## src/rtl/ex_div.sv

```systemverilog
// ex_div: multi-cycle RV32M divide/remainder unit for the execute stage.
// Runs a radix-2 restoring divider for 32 iterations. While it works it
// holds the pipeline through stall_o, then returns one result strobe that
// carries the destination register.
module ex_div (
   input  logic        clk,
   input  logic        rstn,
   input  logic        start_i,
   input  logic [1:0]  op_i,
   input  logic [31:0] dividend_i,
   input  logic [31:0] divisor_i,
   input  logic [4:0]  rd_addr_i,
   input  logic        flush_i,
   output logic        stall_o,
   output logic        busy_o,
   output logic        valid_o,
   output logic        regs_wen_o,
   output logic [4:0]  rd_addr_o,
   output logic [31:0] result_o
);

   typedef enum logic [1:0] {
      IDLE = 2'd0,
      CALC = 2'd1,
      DONE = 2'd2
   } state_t;

   state_t      state;
   state_t      state_nxt;

   logic [4:0]  cnt;
   logic [31:0] dvd;
   logic [31:0] dsr;
   logic [31:0] quo;
   logic [31:0] rem;
   logic        rem_sel_q;
   logic        neg_quo_q;
   logic        neg_rem_q;
   logic [4:0]  rd_q;

   logic        launch;
   logic        signed_op;
   logic        dvd_neg;
   logic        dsr_neg;
   logic [31:0] dvd_mag;
   logic [31:0] dsr_mag;

   logic [32:0] rem_shift;
   logic [32:0] rem_diff;
   logic [31:0] rem_nxt;
   logic [31:0] quo_nxt;
   logic [31:0] quo_fix;
   logic [31:0] rem_fix;

   // Launch decode and operand magnitudes; signed ops divide absolute values
   always_comb begin
      launch    = start_i & ~flush_i;
      signed_op = ~op_i[0];
      dvd_neg   = signed_op & dividend_i[31];
      dsr_neg   = signed_op & divisor_i[31];
      dvd_mag   = dvd_neg ? (~dividend_i + 32'd1) : dividend_i;
      dsr_mag   = dsr_neg ? (~divisor_i + 32'd1) : divisor_i;
   end

   // One restoring step; the borrow out of the 33-bit subtract decides the quotient bit,
   // and the sign fix-up is applied to the values this final step produces
   always_comb begin
      rem_shift = {rem, dvd[31]};
      rem_diff  = rem_shift - {1'b0, dsr};
      if (!rem_diff[32]) begin
         rem_nxt = rem_diff[31:0];
         quo_nxt = {quo[30:0], 1'b1};
      end else begin
         rem_nxt = rem_shift[31:0];
         quo_nxt = {quo[30:0], 1'b0};
      end
      quo_fix = neg_quo_q ? (~quo_nxt + 32'd1) : quo_nxt;
      rem_fix = neg_rem_q ? (~rem_nxt + 32'd1) : rem_nxt;
   end

   // State register
   always_ff @(posedge clk) begin
      if (rstn) begin
         state <= IDLE;
      end else begin
         state <= state_nxt;
      end
   end

   // Next-state and handshake outputs; flush always returns to IDLE without a strobe
   always_comb begin
      state_nxt = state;
      stall_o   = 1'b0;
      busy_o    = 1'b0;
      valid_o   = 1'b0;
      case (state)
         IDLE: begin
            if (launch) begin
               stall_o   = 1'b1;
               state_nxt = (divisor_i == 32'd0) ? DONE : CALC;
            end
         end
         CALC: begin
            stall_o = 1'b1;
            busy_o  = 1'b1;
            if (flush_i) begin
               state_nxt = IDLE;
            end else if (cnt == 5'd31) begin
               state_nxt = DONE;
            end
         end
         DONE: begin
            busy_o    = 1'b1;
            valid_o   = ~flush_i;
            state_nxt = IDLE;
         end
         default: begin
            state_nxt = IDLE;
         end
      endcase
   end

   assign regs_wen_o = valid_o;

   // Datapath: capture on launch, iterate in CALC, register the fixed-up result entering DONE
   always_ff @(posedge clk) begin
      if (rstn) begin
         cnt       <= 5'd0;
         dvd       <= 32'd0;
         dsr       <= 32'd0;
         quo       <= 32'd0;
         rem       <= 32'd0;
         rem_sel_q <= 1'b0;
         neg_quo_q <= 1'b0;
         neg_rem_q <= 1'b0;
         rd_q      <= 5'd0;
         rd_addr_o <= 5'd0;
         result_o  <= 32'd0;
      end else if (state == IDLE) begin
         if (launch) begin
            if (divisor_i != 32'd0) begin
               cnt       <= 5'd0;
               dvd       <= dvd_mag;
               dsr       <= dsr_mag;
               quo       <= 32'd0;
               rem       <= 32'd0;
               rem_sel_q <= op_i[1];
               neg_quo_q <= dvd_neg ^ dsr_neg;
               neg_rem_q <= dvd_neg;
               rd_q      <= rd_addr_i;
            end else begin
               result_o  <= op_i[1] ? dividend_i : 32'hFFFF_FFFF;
               rd_addr_o <= rd_addr_i;
            end
         end
      end else if (state == CALC) begin
         if (!flush_i) begin
            dvd <= {dvd[30:0], 1'b0};
            rem <= rem_nxt;
            quo <= quo_nxt;
            cnt <= cnt + 5'd1;
            if (cnt == 5'd31) begin
               result_o  <= rem_sel_q ? rem_fix : quo_fix;
               rd_addr_o <= rd_q;
            end
         end
      end
   end

endmodule

```

## config.mk

```make
export PLATFORM = sky130hd
export DESIGN_NAME = ex_div
export DESIGN_NICKNAME = d
export VERILOG_FILES = /design/src/rtl/ex_div.sv
export SDC_FILE = /design/constraint.sdc
export NUM_CORES = 1
export LEC_CHECK = 0
export ABC_AREA = 1
export CORE_UTILIZATION = 45
export CTS_BUF_LIST = sky130_fd_sc_hd__clkbuf_2 sky130_fd_sc_hd__clkbuf_4 sky130_fd_sc_hd__clkbuf_8
export DETAILED_ROUTE_END_ITERATION = 8
export HOLD_SLACK_MARGIN = 0.08
export PLACE_DENSITY = 0.69
export SYNTH_ARGS = -nofsm -noshare
export SYNTH_HDL_FRONTEND = slang
export SYNTH_SLANG_ARGS = --single-unit
```

## constraint.sdc

```tcl
create_clock -name clk -period 5.94 [get_ports clk]
set_input_delay 1.782 -clock clk [delete_from_list [all_inputs] [get_ports clk]]
set_output_delay 1.782 -clock clk [all_outputs]
set_load 0.02 [all_outputs]
```

==> summary.log, run 1 <==
[status] result of the run finished clean
[critical_path] Worst setup EP type flip-flop
[synth] adder and majority gate portion of the synthesized area 3.88%
[global_routing] via count of the first global-routing pass 13400
[finish] layout net count 2479
[clock_network] Inserted Clock Buffers 17
[power_and_ir_drop] power density relative to cell area 335 nW/um^2
[hold_path] Worst Min Path Start dvd[13]$_SDFFE_PP0P_
[critical_path] Crit path largest cell delay 0.99 ns
[synth] Seq cells post-synth 179
[floorplanning] number of ports placed on the die boundary 116
[synth] syn_nets 2426
[critical_path] Critical path buffers and inverters 6
[clock_network] clock tree from TritonCTS done
[critical_path] data required time at the worst endpoint 6.28 ns
[run] number of maximum-capacitance violations 0
[floorplanning] width of the chip 177 microns
[timing] RSZ-0062 raised after global routing false
[clock_network] number of hold buffers added after cts 0
[clock_network] source-to-sink clock delay at the later pin of the worst-skew pair 0.49 ns
[finish] count of filler cells inserted in the layout 3124
[synth] sequential-to-total area share from yosys stat 26.1%
[critical_path] category of the worst setup path launch point input pin
[routing] wirelength, routed 44200 microns
[critical_path] crit path to dsr[26]$_SDFFE_PP0P_
[synth] Synth top area share 26.1%
[synth] top_reg_cell synth sky130_fd_sc_hd__dfxtp_1
[synth] largest area contributor in the synthesized netlist sky130_fd_sc_hd__dfxtp_1
[routing] detail-routed net length per standard cell 16.0 microns
[synth] dominant combinational cell family by area after synthesis simple AND/OR/NAND/NOR gates
[floorplanning] number of rows created at floorplan 63
[routing] number of nets with antenna violations after routing 0
[synth] fraction of registers with async set or reset after synthesis 0%
[routing] Detailed Route Iter0 Violations 1435
[global_routing] overall global routing resource usage 28.4%
[placed_design] port bufs 115
[critical_path] critical path's top delay family buffers and inverters
[synth] largest cells by area after synthesis sky130_fd_sc_hd__dfxtp_1 (26%), sky130_fd_sc_hd__nand2_1 (19%), sky130_fd_sc_hd__a21oi_1 (8.0%)
[critical_path] start of the worst register-to-register path dvd[31]$_SDFFE_PP0P_
[timing] post-route setup TNS 0 ns
[global_routing] antenna violations before repair 0
[floorplanning] effective utilization at floorplan 46.1%
[finish] post-synthesis to final-layout area growth 12.8%
[timing] final setup violation count 0
[floorplanning] Total Die Area 31200 sq um
[clock_network] postcts setup bufs 0
[placed_design] Routability Congestion 0.957
[finish] fraction of final layout cells with drive strength greater than 1 5.69%
[clock_network] post-cts repair resize count 0
[synth] mux share of post-synthesis cell area 0%
[timing] Max-Slew Margin vs Limit 33.2%
[critical_path] launching instance or port of the critical path divisor_i[0]
[global_routing] GRT overflow 0
[power_and_ir_drop] leakage power total 0.00720 uW
[critical_path] setup slack of the most critical reg-to-reg path 1.13 ns
[clock_network] Clock transition at path regs 0.10 ns
[clock_network] number of clock sinks 179
[critical_path] reg2reg path depth 28
[global_routing] maximum number of pins on one net before global-route repair 68
[finish] most frequent cells in the layout sky130_fd_sc_hd__nand2_1 (712), sky130_fd_sc_hd__inv_1 (284), sky130_fd_sc_hd__a21oi_1 (219)
[synth] Post-synth EDFFs 0
[critical_path] critical path cell sequence clkdlybuf4s50_1 > inv_1 > ha_1 > inv_1 > nor3_1 > nand2_1 > inv_1 > nand4_1 > nor3_1 > nor2_1 > inv_1 > nor2_4 > clkinv_1 > nand2_1 > o22ai_1
[finish] Final Core Density 52.0%
[routing] residual DRC count 0
[timing] share of the cycle needed by the critical path after routing 88.6%
[placed_design] placed wire-length estimate after detailed placement 33400 microns
[critical_path] CP max FO 51
[finish] commonest non-fill, non-tap cell in the layout sky130_fd_sc_hd__nand2_1
[synth] Yosys Warn Count 0
[timing] minimum clock period 5.26 ns
[floorplanning] Die H 177 microns
[power_and_ir_drop] maximum ir drop on the vdd rail 0.543 mV
[synth] post-synthesis instance area 13700 sq um
[critical_path] path type of the worst setup path in2reg
[synth] xor-xnor portion of the synthesized cell area 4.02%
[synth] area fraction in compound gates after synthesis 18.1%
[hold_path] Hold/Removal Path Class reg2reg
[timing] hold violation total from the final report 0
[synth] Post-Syn Area per Cell 5.95 sq um
[clock_network] maximum clock insertion buffer count 2
[finish] total inserted antenna cells 0
[critical_path] cell depth of the worst setup path 15
[critical_path] worst path arrival time 5.60 ns
[critical_path] endpoint of the most critical register-to-register path result_o[30]$_SDFFE_PP0P_
[synth] gate count after technology mapping 2309
[clock_network] Max H-tree Level 4
[timing] actual transition at the worst max-transition pin 1.00 ns
[global_routing] global-route wire length before repair 69700 microns
[routing] Detailed Routing Iterations Pass 1 5
[placed_design] placed cell area 15100 sq um
[synth] post-synthesis cell type count 54
[synth] post-synthesis share of cell area spent on and, or, nand and nor gates 36.8%
[timing] Max Transition Viols Final 0
[routing] DR vias 14900
[timing] clock skew 0.0177 ns
[finish] final design instance area without fill 15500 sq um
[critical_path] Critical Path Most Common Cell sky130_fd_sc_hd__inv_1
[clock_network] clock root buffer sky130_fd_sc_hd__clkbuf_8
[critical_path] Critical Path Slowest Stage Cell sky130_fd_sc_hd__clkinv_1
[routing] detailed-route vias per instance 5.40
[timing] Max Fclk 0.190 GHz
[floorplanning] total core area 29800 sq um
-- power breakdown --
group / internal (uW) / switching (uW)
clock: 418 / 484
combinational: 890 / 1960
sequential: 1360 / 81.4
-- worst min-delay path, cell delays in order, from the launching register on --
cell                      delay, ns
sky130_fd_sc_hd__dfxtp_1       0.31
sky130_fd_sc_hd__inv_1         0.06
sky130_fd_sc_hd__a21oi_1       0.06
-- layout make-up --
type                       count  area, sq um  share of cell area [%]
multi-input combinational   1742         8660                    55.9
sequential                   179         3580                    23.1
timing repair buffer         132         1280                    8.24
inverter                     290         1090                    7.03
tap                          390          488                    3.15
clock buffer                  18          241                    1.56
clock inverter                11          154                   0.994
-- worst min-delay path by stage --
stage,depth (start not counted),endpoint,slack [ns]
after global placement,2,dvd[15]$_SDFFE_PP0P_,0.44
after global routing,2,rd_addr_o[3]$_SDFFE_PP0P_,0.49
final,2,dvd[13]$_SDFFE_PP0P_,0.46
after detailed placement,2,dvd[13]$_SDFFE_PP0P_,0.45
after CTS,2,dvd[13]$_SDFFE_PP0P_,0.46
after floorplan,2,dvd[15]$_SDFFE_PP0P_,0.43
-- per-layer routing --
metal / wire (microns) / GRT usage (%)
met1: 20900 / 40.2
met5: 0 / 0
met2: 19500 / 44.5
met3: 2980 / 4.55
met4: 815 / 7.47
-- logic make-up after synthesis --
group,count (synthesis)
flip-flops,179
buffers and inverters,388
adder cells (fa/ha/maj),42
AND/OR/NAND/NOR,1187
XOR/XNOR,63
AO/OA/AOI/OAI,450
-- through the flow --
| step | total power, uW | std cells | hold WS (ns) | setup WS (ns) |
|---|---|---|---|---|
| 2_1_floorplan | 3430 | 2309 | 0.430 | 1.78 |
| 3_3_place_gp | 4240 | 2733 | 0.440 | 0.288 |
| 5_1_grt | 5580 | 2762 | 0.488 | 0.228 |
| 4_1_cts | 5170 | 2762 | 0.461 | 0.735 |
| 6_report | 5190 | 2762 | 0.460 | 0.678 |
| 3_5_place_dp | 4260 | 2733 | 0.446 | 0.196 |
-- state kept, by name, summed over array words and instances (netlist names) --
register	count
cnt	5
dsr	32
dvd	32
neg_quo_q	1
neg_rem_q	1
quo	31
rd_addr_o	5
rd_q	5
rem	32
rem_sel_q	1
result_o	32
state	2
-- cells in the mapped netlist, types with 27 or more instances --
library cell / count
sky130_fd_sc_hd__a31oi_1: 29
sky130_fd_sc_hd__inv_1: 284
sky130_fd_sc_hd__nor3_1: 37
sky130_fd_sc_hd__nor2_1: 186
sky130_fd_sc_hd__o211ai_1: 27
sky130_fd_sc_hd__dfxtp_1: 179
sky130_fd_sc_hd__a21oi_1: 219
sky130_fd_sc_hd__o21ai_0: 128
sky130_fd_sc_hd__nand2_1: 713
sky130_fd_sc_hd__xor2_1: 38
sky130_fd_sc_hd__clkbuf_1: 82
sky130_fd_sc_hd__ha_1: 41
sky130_fd_sc_hd__nand3_1: 134
(Power assumes the default switching activity.)
==> run 2, diff against run 1 <==
--- a/config.mk
+++ b/config.mk
@@ -10,7 +10,7 @@
 export CTS_BUF_LIST = sky130_fd_sc_hd__clkbuf_2 sky130_fd_sc_hd__clkbuf_4 sky130_fd_sc_hd__clkbuf_8
 export DETAILED_ROUTE_END_ITERATION = 8
 export HOLD_SLACK_MARGIN = 0.08
-export PLACE_DENSITY = 0.69
+export PLACE_DENSITY = 0.71
 export SYNTH_ARGS = -nofsm -noshare
 export SYNTH_HDL_FRONTEND = slang
 export SYNTH_SLANG_ARGS = --single-unit
==> constraint.sdc (replaced) <==
create_clock -name clk -period 4.5 [get_ports clk]
set_input_delay 1.35 -clock clk [delete_from_list [all_inputs] [get_ports clk]]
set_output_delay 1.35 -clock clk [all_outputs]
set_load 0.02 [all_outputs]
==> run 2 against run 1 <==
Effect of this change: sequential power is 33% higher; setup slack worse by 0.34 ns; die area stayed put; clock skew hardly changed; non-clock buffer count is 9 higher; routed wire length is 1.9% higher; global-route usage is 0.76 points higher; count of clock-buffer cells in the layout is 1 higher; critical path depth is 13 higher; sequential share of layout area is 0.17 points lower.
==> summary.log, run 2 (synthesized netlist as in run 1, its figures left out) <==
[status] result of the run finished clean
[clock_network] Inserted Clock Buffers 17
[finish] commonest non-fill, non-tap cell in the layout sky130_fd_sc_hd__nand2_1
[critical_path] data required time at the worst endpoint 4.83 ns
[critical_path] CP max FO 4
[global_routing] GRT overflow 0
[clock_network] source-to-sink clock delay at the later pin of the worst-skew pair 0.49 ns
[critical_path] Critical Path Most Common Cell sky130_fd_sc_hd__nand2_1
[floorplanning] width of the chip 177 microns
[critical_path] category of the worst setup path launch point flip-flop
[global_routing] overall global routing resource usage 29.2%
[routing] wirelength, routed 45000 microns
[routing] residual DRC count 0
[routing] number of nets with antenna violations after routing 0
[global_routing] maximum number of pins on one net before global-route repair 88
[clock_network] maximum clock insertion buffer count 2
[power_and_ir_drop] leakage power total 0.00729 uW
[routing] detail-routed net length per standard cell 16.2 microns
[routing] DR vias 15200
[critical_path] worst path arrival time 4.49 ns
[timing] RSZ-0062 raised after global routing false
[timing] clock skew 0.0182 ns
[floorplanning] effective utilization at floorplan 46.1%
[clock_network] number of hold buffers added after cts 0
[routing] detailed-route vias per instance 5.47
[timing] final setup violation count 0
[finish] count of filler cells inserted in the layout 3107
[placed_design] Routability Congestion 1.00
[timing] Max-Slew Margin vs Limit 33.8%
[critical_path] Worst setup EP type flip-flop
[timing] Final Hold Slack 0.460 ns
[routing] Detailed Route Iter0 Violations 1408
[finish] post-synthesis to final-layout area growth 13.7%
[critical_path] path type of the worst setup path reg2reg
[timing] actual transition at the worst max-transition pin 0.993 ns
[clock_network] number of clock sinks 179
[clock_network] clock root buffer sky130_fd_sc_hd__clkbuf_8
[global_routing] global-route wire length before repair 72200 microns
[global_routing] antenna violations before repair 0
[timing] share of the cycle needed by the critical path after routing 92.5%
[power_and_ir_drop] power density relative to cell area 441 nW/um^2
[routing] Detailed Routing Iterations Pass 1 5
[global_routing] via count of the first global-routing pass 13800
[floorplanning] number of rows created at floorplan 63
[timing] Max Transition Viols Final 0
[floorplanning] total core area 29800 sq um
[clock_network] Clock transition at path regs 0.10 ns
[placed_design] placed wire-length estimate after detailed placement 33900 microns
[finish] total inserted antenna cells 0
[clock_network] clock tree from TritonCTS done
[floorplanning] Total Die Area 31200 sq um
[hold_path] Hold/Removal Path Class reg2reg
[timing] minimum clock period 4.16 ns
[clock_network] Max H-tree Level 4
[timing] hold violation total from the final report 0
[floorplanning] number of ports placed on the die boundary 116
[finish] fraction of final layout cells with drive strength greater than 1 6.42%
[finish] layout net count 2488
[floorplanning] Die H 177 microns
[finish] most frequent cells in the layout sky130_fd_sc_hd__nand2_1 (712), sky130_fd_sc_hd__inv_1 (283), sky130_fd_sc_hd__a21oi_1 (219)
[run] number of maximum-capacitance violations 0
[timing] Max Fclk 0.240 GHz
[timing] post-route setup TNS 0 ns
[placed_design] port bufs 115
[critical_path] Critical Path Slowest Stage Cell sky130_fd_sc_hd__fa_1
[power_and_ir_drop] maximum ir drop on the vdd rail 1.20 mV
[critical_path] Crit path largest cell delay 0.41 ns
-- run 2: changes by cell type in the layout (fill, tap and decap cells not counted), sizes merged --
cell	delta
bufinv	-1
clkinvlp	-3
inv	+2
clkbuf	+1
clkinv	+4
buf	+9
-- run 2: layout make-up --
cell class	count	area, sq um	area share, %
multi-input combinational	1742	8690	55.7
sequential	179	3580	23.0
timing repair buffer	141	1360	8.69
inverter	290	1090	6.97
tap	390	488	3.13
clock buffer	19	255	1.64
clock inverter	13	149	0.954
-- run 2: repair_timing --
item | CTS | global route
buffers inserted | 0 | 1
resized for setup | 0 | 8
setup endpoints to repair | 0 | 6
endpoints found under the hold margin | 0 | 0
-- run 2: final timing paths --
path	start	end	slack, ns	cells after the start
hold / removal	dvd[13]$_SDFFE_PP0P_	dvd[13]$_SDFFE_PP0P_	0.46	2
setup reg to reg	dvd[31]$_SDFFE_PP0P_	result_o[30]$_SDFFE_PP0P_	0.34	28
hold reg to reg	dvd[13]$_SDFFE_PP0P_	dvd[13]$_SDFFE_PP0P_	0.46	2
setup / recovery	dvd[31]$_SDFFE_PP0P_	result_o[30]$_SDFFE_PP0P_	0.34	28
-- run 2: worst max-delay path, delay by kind of cell, from the launching register on --
kind	cells	cell delay (ns)
AND/OR/NAND/NOR	19	2.24
adder cells (fa/ha/maj)	3	0.81
flip-flops	1	0.36
AO/OA/AOI/OAI	3	0.34
buffers and inverters	3	0.22
-- run 2: per-layer routing --
metal | vias to the layer above | share of wire, % | routed length (microns) | global-route usage (%)
met2 | 529 | 44 | 19800 | 45.3
met1 | 6992 | 47 | 21100 | 41.6
met4 | 0 | 2.4 | 1100 | 9.02
met3 | 75 | 6.8 | 3070 | 3.89
li1 | 7566 | - | - | -
met5 | - | 0 | 0 | 0
-- run 2: power breakdown --
group          internal, uW  switching, uW
registers              1800            112
clock network           526            663
logic                  1200           2580
-- run 2: through the flow --
| step | cells | setup WS (ns) | power, uW | utilization [%] | instance area (sq um) |
|---|---|---|---|---|---|
| 2_1_floorplan | 2309 | 0.361 | 4530 | - | 13700 |
| 3_3_place_gp | 2741 | 0.172 | 5610 | 50.9 | 15200 |
| 3_5_place_dp | 2741 | 0.0234 | 5630 | 50.9 | 15200 |
| 4_1_cts | 2773 | 0.0225 | 6830 | 52.3 | 15600 |
| 5_1_grt | 2774 | 0.0133 | 7380 | 52.4 | 15600 |
| 6_report | 2774 | 0.336 | 6880 | 52.4 | 15600 |
==> run 3, diff against run 2 <==
--- a/config.mk
+++ b/config.mk
@@ -6,11 +6,13 @@
 export NUM_CORES = 1
 export LEC_CHECK = 0
 export ABC_AREA = 1
-export CORE_UTILIZATION = 45
+export ABC_CLOCK_PERIOD_IN_PS = 4500
+export CORE_MARGIN = 1
+export CORE_UTILIZATION = 46
 export CTS_BUF_LIST = sky130_fd_sc_hd__clkbuf_2 sky130_fd_sc_hd__clkbuf_4 sky130_fd_sc_hd__clkbuf_8
 export DETAILED_ROUTE_END_ITERATION = 8
 export HOLD_SLACK_MARGIN = 0.08
-export PLACE_DENSITY = 0.71
+export PLACE_DENSITY = 0.72
 export SYNTH_ARGS = -nofsm -noshare
 export SYNTH_HDL_FRONTEND = slang
 export SYNTH_SLANG_ARGS = --single-unit
==> run 3 against run 2 <==
Effect of this change: sequential power hardly changed; critical endpoint unchanged; non-clock buffer count is 1 higher; routed wire length is 0.21% higher; critical path depth stayed put; largest cell class unchanged; via count hardly changed; count of clock-buffer cells in the layout is 2 lower; critical path type unchanged; cell area is 0.12% lower; die area is 2.2% lower; clock skew is 0.0070 ns higher; first-iteration DRC count is 0.14% lower; total power is 0.63% lower.
==> summary.log, run 3 (synthesized netlist as in run 1, its figures left out) <==
[status] result of the run finished clean
[routing] DR vias 15200
[clock_network] Max H-tree Level 4
[power_and_ir_drop] power density relative to cell area 438 nW/um^2
[hold_path] Hold/Removal Path Class reg2reg
[hold_path] worst hold path stage count 2
[routing] highest signal layer in the routed design met4
[critical_path] data required time at the worst endpoint 4.87 ns
[critical_path] path type of the worst setup path reg2reg
[power_and_ir_drop] leakage power total 0.00728 uW
[timing] actual transition at the worst max-transition pin 0.880 ns
[placed_design] placed wire-length estimate after detailed placement 34100 microns
[finish] layout net count 2489
[timing] final setup violation count 0
[critical_path] critical path's top delay family simple AND/OR/NAND/NOR gates
[routing] Met1 Routed Length 20700 microns
[critical_path] Critical Path Most Common Cell sky130_fd_sc_hd__nand2_1
[timing] Max Transition Viols Final 0
[timing] clock skew 0.0252 ns
[placed_design] port bufs 115
[finish] post-synthesis to final-layout area growth 13.6%
[floorplanning] number of rows created at floorplan 62
[critical_path] Critical path buffers and inverters 3
[global_routing] antenna violations before repair 0
[timing] share of the cycle needed by the critical path after routing 92.7%
[finish] post-route non-filler standard cell count 2769
[critical_path] CP max FO 4
[critical_path] cell depth of the worst setup path 28
[routing] Detailed Routing Iterations Pass 1 9
[clock_network] number of clock sinks 179
[clock_network] source-to-sink clock delay at the later pin of the worst-skew pair 0.51 ns
[routing] routed wl met2 20100 microns
[routing] Detailed Route Iter0 Violations 1406
[routing] residual DRC count 0
[finish] total inserted antenna cells 0
[finish] most frequent cells in the layout sky130_fd_sc_hd__nand2_1 (712), sky130_fd_sc_hd__inv_1 (284), sky130_fd_sc_hd__a21oi_1 (219)
[routing] met3 wirelength from detailed routing 3260 microns
[routing] wirelength, routed 45100 microns
[placed_design] Routability Congestion 0.981
[global_routing] global-route wire length before repair 71700 microns
[global_routing] maximum number of pins on one net before global-route repair 88
[timing] post-route setup TNS 0 ns
[clock_network] clock tree from TritonCTS done
[floorplanning] Total Die Area 30500 sq um
[timing] Max-Slew Margin vs Limit 41.3%
[timing] minimum clock period 4.17 ns
[critical_path] reg2reg path depth 28
[finish] fraction of final layout cells with drive strength greater than 1 6.46%
[routing] detail-routed net length per standard cell 16.3 microns
[floorplanning] width of the chip 175 microns
[floorplanning] Die H 175 microns
[clock_network] number of hold buffers added after cts 0
[placed_design] Post-Place Cells 2736
[finish] commonest non-fill, non-tap cell in the layout sky130_fd_sc_hd__nand2_1
[floorplanning] total core area 29000 sq um
[global_routing] overall global routing resource usage 29.4%
[global_routing] GRT overflow 0
[timing] hold violation total from the final report 0
[clock_network] Clock transition at path regs 0.11 ns
[timing] Max Fclk 0.240 GHz
[power_and_ir_drop] maximum ir drop on the vdd rail 0.991 mV
[clock_network] clock root buffer sky130_fd_sc_hd__clkbuf_8
[timing] RSZ-0062 raised after global routing false
[placed_design] placed cell area 15200 sq um
[routing] detailed-route vias per instance 5.48
[critical_path] worst path arrival time 4.54 ns
[routing] number of nets with antenna violations after routing 0
[finish] final design instance area without fill 15600 sq um
[finish] count of filler cells inserted in the layout 2993
[floorplanning] effective utilization at floorplan 47.3%
[clock_network] maximum clock insertion buffer count 2
[run] number of maximum-capacitance violations 0
[critical_path] Crit path largest cell delay 0.39 ns
[critical_path] Worst setup EP type flip-flop
[critical_path] category of the worst setup path launch point flip-flop
[global_routing] via count of the first global-routing pass 13800
[floorplanning] number of ports placed on the die boundary 116
[critical_path] Critical Path Slowest Stage Cell sky130_fd_sc_hd__or3_4
[clock_network] Inserted Clock Buffers 17
[run 3: metal layers]
metal  up-vias  GRT usage, %
met1      7000          40.7
met5         -             0
met4         0          9.53
li1       7559             -
met3        65          5.42
met2       544          45.9
[run 3: path summary, 6_finish.rpt]
kind / to / start / slack, ns
setup / recovery: result_o[30]$_SDFFE_PP0P_ / dvd[31]$_SDFFE_PP0P_ / 0.33
hold / removal: dvd[15]$_SDFFE_PP0P_ / dvd[15]$_SDFFE_PP0P_ / 0.47
setup reg to reg: result_o[30]$_SDFFE_PP0P_ / dvd[31]$_SDFFE_PP0P_ / 0.33
hold reg to reg: dvd[15]$_SDFFE_PP0P_ / dvd[15]$_SDFFE_PP0P_ / 0.47
[run 3: worst min-delay path, delay by kind of cell (launching register included)]
kind | cells | cell delay, ns
AO/OA/AOI/OAI | 1 | 0.06
flip-flops | 1 | 0.31
buffers and inverters | 1 | 0.07
[run 3: layout make-up]
cell class,instances,area [sq um],area share (%)
Multi-Input combinational cell,1742,8690,55.7
Sequential cell,179,3580,23.0
Timing Repair Buffer,142,1380,8.85
Inverter,290,1090,6.98
Tap cell,384,480,3.08
Clock buffer,17,234,1.50
Clock inverter,15,139,0.891
[run 3: repair_timing]
action                     4_1_cts  5_1_grt
setup buffers                    0        1
setup endpoints to repair        0        7
gates resized for setup          0        9
[run 3: power breakdown]
part | switching [uW] | internal [uW] | leakage (uW)
Clock | 704 | 408 | 0.000195
Combinational | 2600 | 1210 | 0.00563
Sequential | 112 | 1800 | 0.00145
[run 3: metrics by stage]
stage	power, uW	worst slack, ns	hold slack, ns	utilization, %
after floorplan	4530	0.361	0.430	-
after global placement	5620	0.166	0.445	52.3
after detailed placement	5660	0.126	0.451	52.3
after CTS	6770	0.111	0.466	53.6
after global routing	7340	0.0136	0.486	53.7
final	6830	0.330	0.469	53.7
